$ cat config.mk
export PLATFORM = sky130hd
export DESIGN_NAME = period_meter
export DESIGN_NICKNAME = d
export VERILOG_FILES = /design/src/rtl/period_meter_pkg.sv /design/src/rtl/sync_edge_detect.sv /design/src/rtl/period_meter.sv
export SDC_FILE = /design/constraint.sdc
export NUM_CORES = 1
export LEC_CHECK = 0
export ABC_AREA = 1
export BUFFER_PORTS_ARGS = -buffer_cell sky130_fd_sc_hd__buf_2
export CORE_ASPECT_RATIO = 1.75
export CORE_UTILIZATION = 29
export DETAILED_ROUTE_END_ITERATION = 8
export SLEW_MARGIN = 20
export SYNTH_ARGS = -nofsm -noshare
export SYNTH_HDL_FRONTEND = slang
export SYNTH_HIERARCHICAL = 1
export SYNTH_SLANG_ARGS = --single-unit
$ cat constraint.sdc
create_clock -name clkin -period 4.7 [get_ports clkin]
set_input_delay 0.47 -clock clkin [delete_from_list [all_inputs] [get_ports clkin]]
set_output_delay 0.47 -clock clkin [all_outputs]
set_load 0.05 [all_outputs]
$ cat src/rtl/period_meter_pkg.sv
// period_meter_pkg: shared FSM encoding and default counter width for period_meter.
package period_meter_pkg;
    localparam int CNT_W_DEF = 32;
    typedef enum logic [1:0] {
        IDLE = 2'd0,
        HIGH = 2'd1,
        LOW  = 2'd2
    } state_t;
endpackage

$ cat src/rtl/sync_edge_detect.sv
// sync_edge_detect: two-flop synchroniser plus delay flop with rise/fall strobes.
//   clkin, rst_n : clock, asynchronous active-low reset
//   d            : asynchronous input
//   s            : synchronised level
//   rise, fall   : one-cycle edge strobes of s
module sync_edge_detect (
    input  logic clkin,
    input  logic rst_n,
    input  logic d,
    output logic s,
    output logic rise,
    output logic fall
);
    logic meta, s_q;
    always_ff @(posedge clkin or negedge rst_n) begin
        if (!rst_n) {meta, s, s_q} <= '0;
        else        {meta, s, s_q} <= {d, meta, s};
    end
    assign rise = s & ~s_q;
    assign fall = ~s & s_q;
endmodule

$ cat src/rtl/period_meter.sv
// period_meter: measures period and high time of a slow input in clkin cycles.
//   clkin, rst_n            : clock, asynchronous active-low reset
//   sig_in                  : asynchronous input to measure
//   meas_period, meas_high  : last completed measurement
//   meas_valid, meas_ready  : result handshake
//   dropped                 : sticky, a result was overwritten before acceptance
//   timeout                 : one-cycle pulse when a measurement is abandoned
module period_meter
    import period_meter_pkg::*;
#(
    parameter int               CNT_W   = CNT_W_DEF,
    parameter logic [CNT_W-1:0] TIMEOUT = 1000000
) (
    input  logic             clkin,
    input  logic             rst_n,
    input  logic             sig_in,
    output logic [CNT_W-1:0] meas_period,
    output logic [CNT_W-1:0] meas_high,
    output logic             meas_valid,
    input  logic             meas_ready,
    output logic             dropped,
    output logic             timeout
);
    logic s_unused, rise, fall;
    logic [CNT_W-1:0] cnt, hi_tmp;
    state_t state, state_d;
    logic publish, latch_hi, expire, xfer, idle_long;

    sync_edge_detect u_sync (
        .clkin(clkin),
        .rst_n(rst_n),
        .d    (sig_in),
        .s    (s_unused),
        .rise (rise),
        .fall (fall)
    );

    // Cycles since the last rise; saturates so it can never wrap into a short period.
    always_ff @(posedge clkin or negedge rst_n) begin
        if (!rst_n)          cnt <= '0;
        else if (rise)       cnt <= CNT_W'(1);
        else if (cnt != '1)  cnt <= cnt + CNT_W'(1);
    end

    // >= rather than == so an edge landing exactly on the limit still times out next cycle.
    assign idle_long = !(rise || fall) && cnt >= TIMEOUT;
    assign xfer      = meas_valid & meas_ready;

    always_ff @(posedge clkin or negedge rst_n) begin
        if (!rst_n) state <= IDLE;
        else        state <= state_d;
    end

    always_comb begin
        state_d  = state;
        publish  = 1'b0;
        latch_hi = 1'b0;
        expire   = 1'b0;
        case (state)
            IDLE: if (rise) state_d = HIGH;
            HIGH: begin
                if (fall) begin
                    state_d  = LOW;
                    latch_hi = 1'b1;
                end else if (idle_long) begin
                    state_d = IDLE;
                    expire  = 1'b1;
                end
            end
            LOW: begin
                if (rise) begin
                    state_d = HIGH;
                    publish = 1'b1;
                end else if (idle_long) begin
                    state_d = IDLE;
                    expire  = 1'b1;
                end
            end
            default: state_d = IDLE;
        endcase
    end

    always_ff @(posedge clkin or negedge rst_n) begin
        if (!rst_n) begin
            hi_tmp      <= '0;
            meas_period <= '0;
            meas_high   <= '0;
            meas_valid  <= 1'b0;
            dropped     <= 1'b0;
            timeout     <= 1'b0;
        end else begin
            timeout <= expire;
            if (latch_hi) hi_tmp <= cnt;
            if (publish) begin
                meas_period <= cnt;
                meas_high   <= hi_tmp;
            end
            meas_valid <= publish | (meas_valid & ~meas_ready);
            // A publish onto an unaccepted result marks it dropped; a plain transfer clears it.
            dropped    <= (publish & meas_valid & ~meas_ready) | (dropped & ~xfer);
        end
    end
endmodule

Yosys cells after proc, flatten, opt, wreduce, memory -nomap -nowiden

Index checks and enable logic that the tools add are counted.

Input port bits: 4
Register bits: 136
Output and inout bits: 67
Word-level logic and storage cells: 50

Muxes and demuxes: 15
Equal/unequal tests: 4
Add/sub/neg operators: 1
$lt $le $gt $ge: 1
Reductions and logical operators: 5
Bitwise gates (word level): 13

Operator list:

| operator                | number |
|---|---|
| $mux W32                | 2 |
| $add A32 B1 Y32 const B | 1 |
| $ge A32 B20 Y1 const B  | 1 |
| $ne A32 B32 Y1 const B  | 1 |
| $mux W2                 | 4 |
| $and A1 B1 Y1           | 7 |
| $mux W1                 | 7 |
| $pmux W2 S3             | 1 |
| $not A1 Y1              | 4 |
| $eq A2 B1 Y1 const B    | 1 |
| $eq A2 B2 Y1 const B    | 1 |
| $logic_not A2 Y1        | 1 |
| $ne A2 B2 Y1 const B    | 1 |
| $or A1 B1 Y1            | 2 |
| $pmux W1 S2             | 1 |
| $reduce_bool A2 Y1      | 1 |
| $logic_and A1 B1 Y1     | 1 |
| $logic_not A1 Y1        | 1 |
| $logic_or A1 B1 Y1      | 1 |

Longest topological paths before layout

Word-level depth: 8
Depth in mapped cells: 15
Depth with buffers taken out: 15

Cells and area by module

Netlist, hierarchy kept.

Modules (own cells, without submodules):

| module           | area an instance (um2) | cells an instance | times used |
|---|---|---|---|
| period_meter     | 5850.6                 | 606               | 1 |
| sync_edge_detect | 90.1                   | 7                 | 1 |

Worst setup path before layout

Ideal clock, no wire load.

Kind: flip-flop to flip-flop
From: register state[0]
To: register meas_high[10]
Required time: 4575 ps
Stages on the path, launching flop included: 6
Arrival time: 1495 ps
Slack: 3081 ps
Buffers on the path: 1
Cells stage by stage: dfrtp_1 inv_1 ha_1 nand2_1 clkbuf_1 mux2_2

Longest elaborated chain between the ends: 2

Ends and longest elaborated chain:

| element                | RTL line           | text |
|---|---|---|
| start, declared        | period_meter.sv:26 | `state_t state, state_d;` |
| start signal, assigned | period_meter.sv:51 | `else state <= state_d;` |
| $eq A2 B2 Y1           | period_meter.sv:59 | `case (state)` |
| $mux W1                | period_meter.sv:59 |  |
| end signal, assigned   | period_meter.sv:96 | `meas_high <= hi_tmp;` |
| end, declared          | period_meter.sv:18 | `output logic [CNT_W-1:0] meas_high,` |

Every way passes these cells.
A chain may end at the register's enable or synchronous reset.

Final worst setup path

From: register u_sync.s
To: register cnt[0]

Longest elaborated chain between the ends: 2
Elaborated cells between the ends (all ways): 3
Classes of those cells: 1 x mux; 1 x bitwise; 1 x reduce/logical

Ends and longest elaborated chain:

| element                                        | RTL line               | text |
|---|---|---|
| start, declared                                | sync_edge_detect.sv:10 | `output logic s,` |
| start signal, assigned                         | sync_edge_detect.sv:17 | `else {meta, s, s_q} <= {d, meta, s};` |
| $and A1 B1 Y1 (*)                              | sync_edge_detect.sv:19 | `assign rise = s & ~s_q;` |
| named net rise                                 | period_meter.sv:24     | `logic s_unused, rise, fall;` |
| $mux W32 or $reduce_bool A2 Y1 (tied branches) | n/a                    |  |
| end signal, assigned                           | period_meter.sv:42     | `else if (cnt != '1) cnt <= cnt + CNT_W'(1);` |
| end, declared                                  | period_meter.sv:25     | `logic [CNT_W-1:0] cnt, hi_tmp;` |

The timed path passes the listed nets; every way through them passes the cells marked *.

==> impl.org <==
** Logic synthesis
- For this run, the number of Yosys warnings is 6.
- Multiplexer share of the synthesized area :: around 6.1%
- The synthesized netlist occupies a cell area of 0.00594 mm2.
- Synth Area in Adders :: around 1.3%
- The most used flip-flop cell after synthesis is sky130_fd_sc_hd__dfrtp_1.
- In the post-synthesis netlist, the biggest area contributors are sky130_fd_sc_hd__dfrtp_1, sky130_fd_sc_hd__nand2_1, sky130_fd_sc_hd__o21ai_0, sky130_fd_sc_hd__mux2_2, sky130_fd_sc_hd__inv_1.
- The synthesized netlist devotes 1.18% of its cell area to XOR and XNOR gates.
- After synthesis, the largest family of logic cells by area is simple AND/OR/NAND/NOR gates.
- Sequential share of the synthesized area :: around 57%
- The synthesized netlist devotes about a tenth of its cell area to compound gates.
- Counting flops with an async set or reset pin after synthesis yields a share of 100%.
- Largest area contributor in the netlist :: sky130_fd_sc_hd__dfrtp_1
- Yosys cell types :: 35
- Instance count of the mapped netlist :: 613
- Synth Area in Simple Gates :: 19.3%
- Synthesis inferred 136 register bits.
- When the netlist entered floorplanning its net count stood at 623.
- Syn_area_per_cell :: 9.69 um2
- EDFF count, synth :: 0
- Fraction of post-synthesis cell area in the top cell type by area :: 57.3%

** STA
- Setup violations remaining at the end of the flow were counted as 0.
- Number of hold violations in the final report :: 0
- The worst path in the final design needs a cycle of approximately 2.2 ns, including I/O delays and setup.
- Hold slack :: around 0.16 ns
- Measured slew at the worst slew-check pin :: about 1.1 ns
- For the final database, setup skew stands at 0.0109 ns.
- For this run, the top clock speed supported by timing is 451 MHz.
- Dividing the final minimum period by the clock period gives 47.2%.
- The count of final max-slew check failures came to 0.
- In the final timing run, aggregate negative setup slack is 0 ns.
- Setup repair after global routing missed its margin :: false
- Headroom to the max-slew limit came out at approximately 29%.

** Flow run
- Max-cap violations in this run came to 0.

** GRT
- Number of antenna violations at the first check in global routing :: 0
- Global routing finished with a remaining overflow of 0.
- First-pass GRT wire length :: between 20000 and 25000 um
- Number of global-route vias before repair :: 4376
- Tot GR Track Use :: about 14%
- Entering global routing, the biggest net connects 110 pins.

** Power and ir drop
- The worst-case IR drop observed on VDD is 236 uV.
- LEAKAGE :: 3.56 nW
- Power per Cell Area :: 424 mW/mm2

** Floorplan
- Die footprint :: about 0.021 mm2
- Horizontal die dimension :: 110 um
- Placement Rows :: 68
- Number of primary I/O pins :: 71
- Vertical die dimension :: 191 um
- Core Area :: approximately 0.020 mm2
- Starting utilization of the core area :: between 20% and 30%

** Clock tree
- H-Tree Level Count :: 4
- Maximum number of buffers from clock root to sink :: 2
- Cell chosen for the clock root :: sky130_fd_sc_hd__clkbuf_16
- After clock tree synthesis, the clock-pin slew on the worst setup and hold paths is 0.06 ns.
- In this run, CTS created clock tree buffers numbering 17.
- The later pin in the worst-skew pair is clocked with a latency of 0.42 ns.
- TritonCTS built the clock tree.
- Count of clock tree sinks :: 136

** Detailed routing
- Count of TritonRoute iterations in the first routing pass :: 4
- DR iter-0 viols :: 260
- Wire length reported by the detailed router :: 14200 um
- Post-DR vias/cell :: about 4.7
- For this run, design rule violations remaining after detail routing come to 0.
- Average wire per cell in the routed design :: 15.1 um
- Once detail routing completed, the nets flagged for antenna violations numbered 0.
- The detailed router placed about 4400 vias in this run.

** Min path
- In this run the worst hold path is classified as in2reg.
- HP Start :: sig_in

** Layout
- Post-route cell area :: 0.00721 mm2
- The finished layout holds 942 standard cells, fillers aside.
- The number of antenna diodes in the final layout is 0.
- The post-route netlist has 25.0% of its cells at a drive strength greater than 1.
- For this run, the share of the core covered by cells in the final layout is 36.2%.
- Post-layout nets :: 694
- Syn-to-layout area delta :: 21.3%

** Place
- After detailed placement, the total cell area comes to 0.00654 mm2.
- Total instance count after detailed placement :: 908
- Gp weighted congestion :: 0.877
- Buffers placed on the I/O ports in this run total 70.
- HPWL after detailed placement :: roughly 10000 um

** Outcome
- Run status :: complete, no violations

** Setup path
- In this run the critical register-to-register path is launched from u_sync/s.
- Tracing the worst setup path back leads to its startpoint at u_sync/s.
- The worst setup path is launched from a flop.
- Critical Path RT :: 4.98 ns
- CP max FO :: 22
- The worst setup path is captured at a flop.
- Category of the most critical setup path :: reg2reg
- WP data arrival :: 2.50 ns
-- power by group --
part           total, mW  switching, mW  internal (mW)  leakage [nW]
Sequential          1.29         0.0513           1.24          1.88
Clock               1.41          0.503          0.903         0.301
Combinational      0.356          0.261         0.0956          1.38
Total               3.05          0.816           2.24          3.56
-- cells in the final DEF, fill, tap and decap left out, types with 2 or more instances in the layout --
cell type	instances
sky130_fd_sc_hd__nor3_2	7
sky130_fd_sc_hd__nand3_4	2
sky130_fd_sc_hd__buf_2	69
sky130_fd_sc_hd__buf_4	2
sky130_fd_sc_hd__a21oi_1	11
sky130_fd_sc_hd__nor4_1	7
sky130_fd_sc_hd__a21oi_2	4
sky130_fd_sc_hd__bufinv_16	4
sky130_fd_sc_hd__inv_2	7
sky130_fd_sc_hd__o31ai_1	2
sky130_fd_sc_hd__dfrtp_1	136
sky130_fd_sc_hd__nand2_2	6
sky130_fd_sc_hd__a31oi_1	4
sky130_fd_sc_hd__inv_1	49
sky130_fd_sc_hd__nand2_1	138
sky130_fd_sc_hd__clkbuf_16	17
sky130_fd_sc_hd__xor2_1	8
sky130_fd_sc_hd__mux2_2	32
sky130_fd_sc_hd__clkinv_4	4
sky130_fd_sc_hd__nand2_4	3
sky130_fd_sc_hd__nand3_2	3
sky130_fd_sc_hd__nor3_1	13
sky130_fd_sc_hd__ha_1	6
sky130_fd_sc_hd__nand4_1	7
sky130_fd_sc_hd__o21ai_0	75
sky130_fd_sc_hd__nor2_1	36
sky130_fd_sc_hd__nand3_1	10
sky130_fd_sc_hd__clkinv_2	2
sky130_fd_sc_hd__clkbuf_1	3
sky130_fd_sc_hd__o21ai_1	13
sky130_fd_sc_hd__nor2_2	4
-- routing by layer --
metal | vias to the layer above | global-route usage [%] | wire length (um)
met2 | 81 | 24.3 | 7390
met4 | 0 | 8.65 | 622
met5 | - | 0 | 0
met1 | 2168 | 16.1 | 5900
li1 | 2163 | - | -
met3 | 36 | 2.32 | 327
-- registers in the layout, summed over array words and instances, names as in the netlist --
register and flops:
hi_tmp 32, meas_valid 1, u_sync/s_q 1, timeout 1
meas_period 32, dropped 1, meas_high 32, state 2
u_sync/meta 1, cnt 32, u_sync/s 1
-- stage by stage --
step / setup slack (ns) / power [mW]
detailed placement: 2.52 / 1.67
global placement: 2.57 / 1.66
CTS: 2.50 / 3.08
global route: 2.27 / 3.17
finish: 2.48 / 3.05
floorplan: 3.08 / 1.56
-- cell families after synthesis --
family,after synthesis
flip-flops,136
buffers and inverters,78
multiplexers,32
AO/OA/AOI/OAI,111
XOR/XNOR,8
adder cells (fa/ha/maj),6
AND/OR/NAND/NOR,242
-- layout make-up --
| cell class | count | area (um2) |
|---|---|---|
| multi-input cells | 399 | 2250 |
| well taps | 245 | 307 |
| flip-flops and latches | 136 | 3400 |
| inverters | 56 | 210 |
| clock inverters | 11 | 173 |
| repair buffers | 74 | 409 |
| fillers | 2041 | 12700 |
| clock buffers | 21 | 450 |
-- cell usage after synthesis (all sizes together), types with 7 or more instances --
library cell	instances
xor2	8
o21ai	88
clkbuf	18
nor4	7
dfrtp	136
nand2	147
nor3	21
nand3	15
nor2	42
nand4	8
inv	56
mux2	32
a21oi	15
-- what timing repair did --
| item | CTS | global route |
|---|---|---|
| setup buffers | 0 | 0 |
| hold buffers | 0 | 1 |
| endpoints found under the hold margin | 0 | 27 |
| resized for setup | 0 | 0 |
-- worst max-delay path, cell delays in order, from the launching register on --
cell and delay [ns]:
sky130_fd_sc_hd__dfrtp_1 0.39, sky130_fd_sc_hd__inv_1 0.06, sky130_fd_sc_hd__nor2_1 0.03, sky130_fd_sc_hd__buf_4 0.19, sky130_fd_sc_hd__inv_1 0.58, sky130_fd_sc_hd__nand4_2 0.53, sky130_fd_sc_hd__o21ai_0 0.20, sky130_fd_sc_hd__o21ai_0 0.10
-- path summary, 6_finish.rpt --
| kind | end | slack (ns) | depth (start not counted) |
|---|---|---|---|
| max | cnt[0] | 2.48 | 7 |
| min | u_sync/meta | 0.16 | 1 |
| max reg2reg | cnt[0] | 2.48 | 7 |
| min reg2reg | u_sync/s | 0.37 | 0 |
| max in group asynchronous | meas_period[22] | 3.50 | 3 |
| min in group asynchronous | meas_period[5] | 0.49 | 2 |
(Power assumes the default switching activity.)
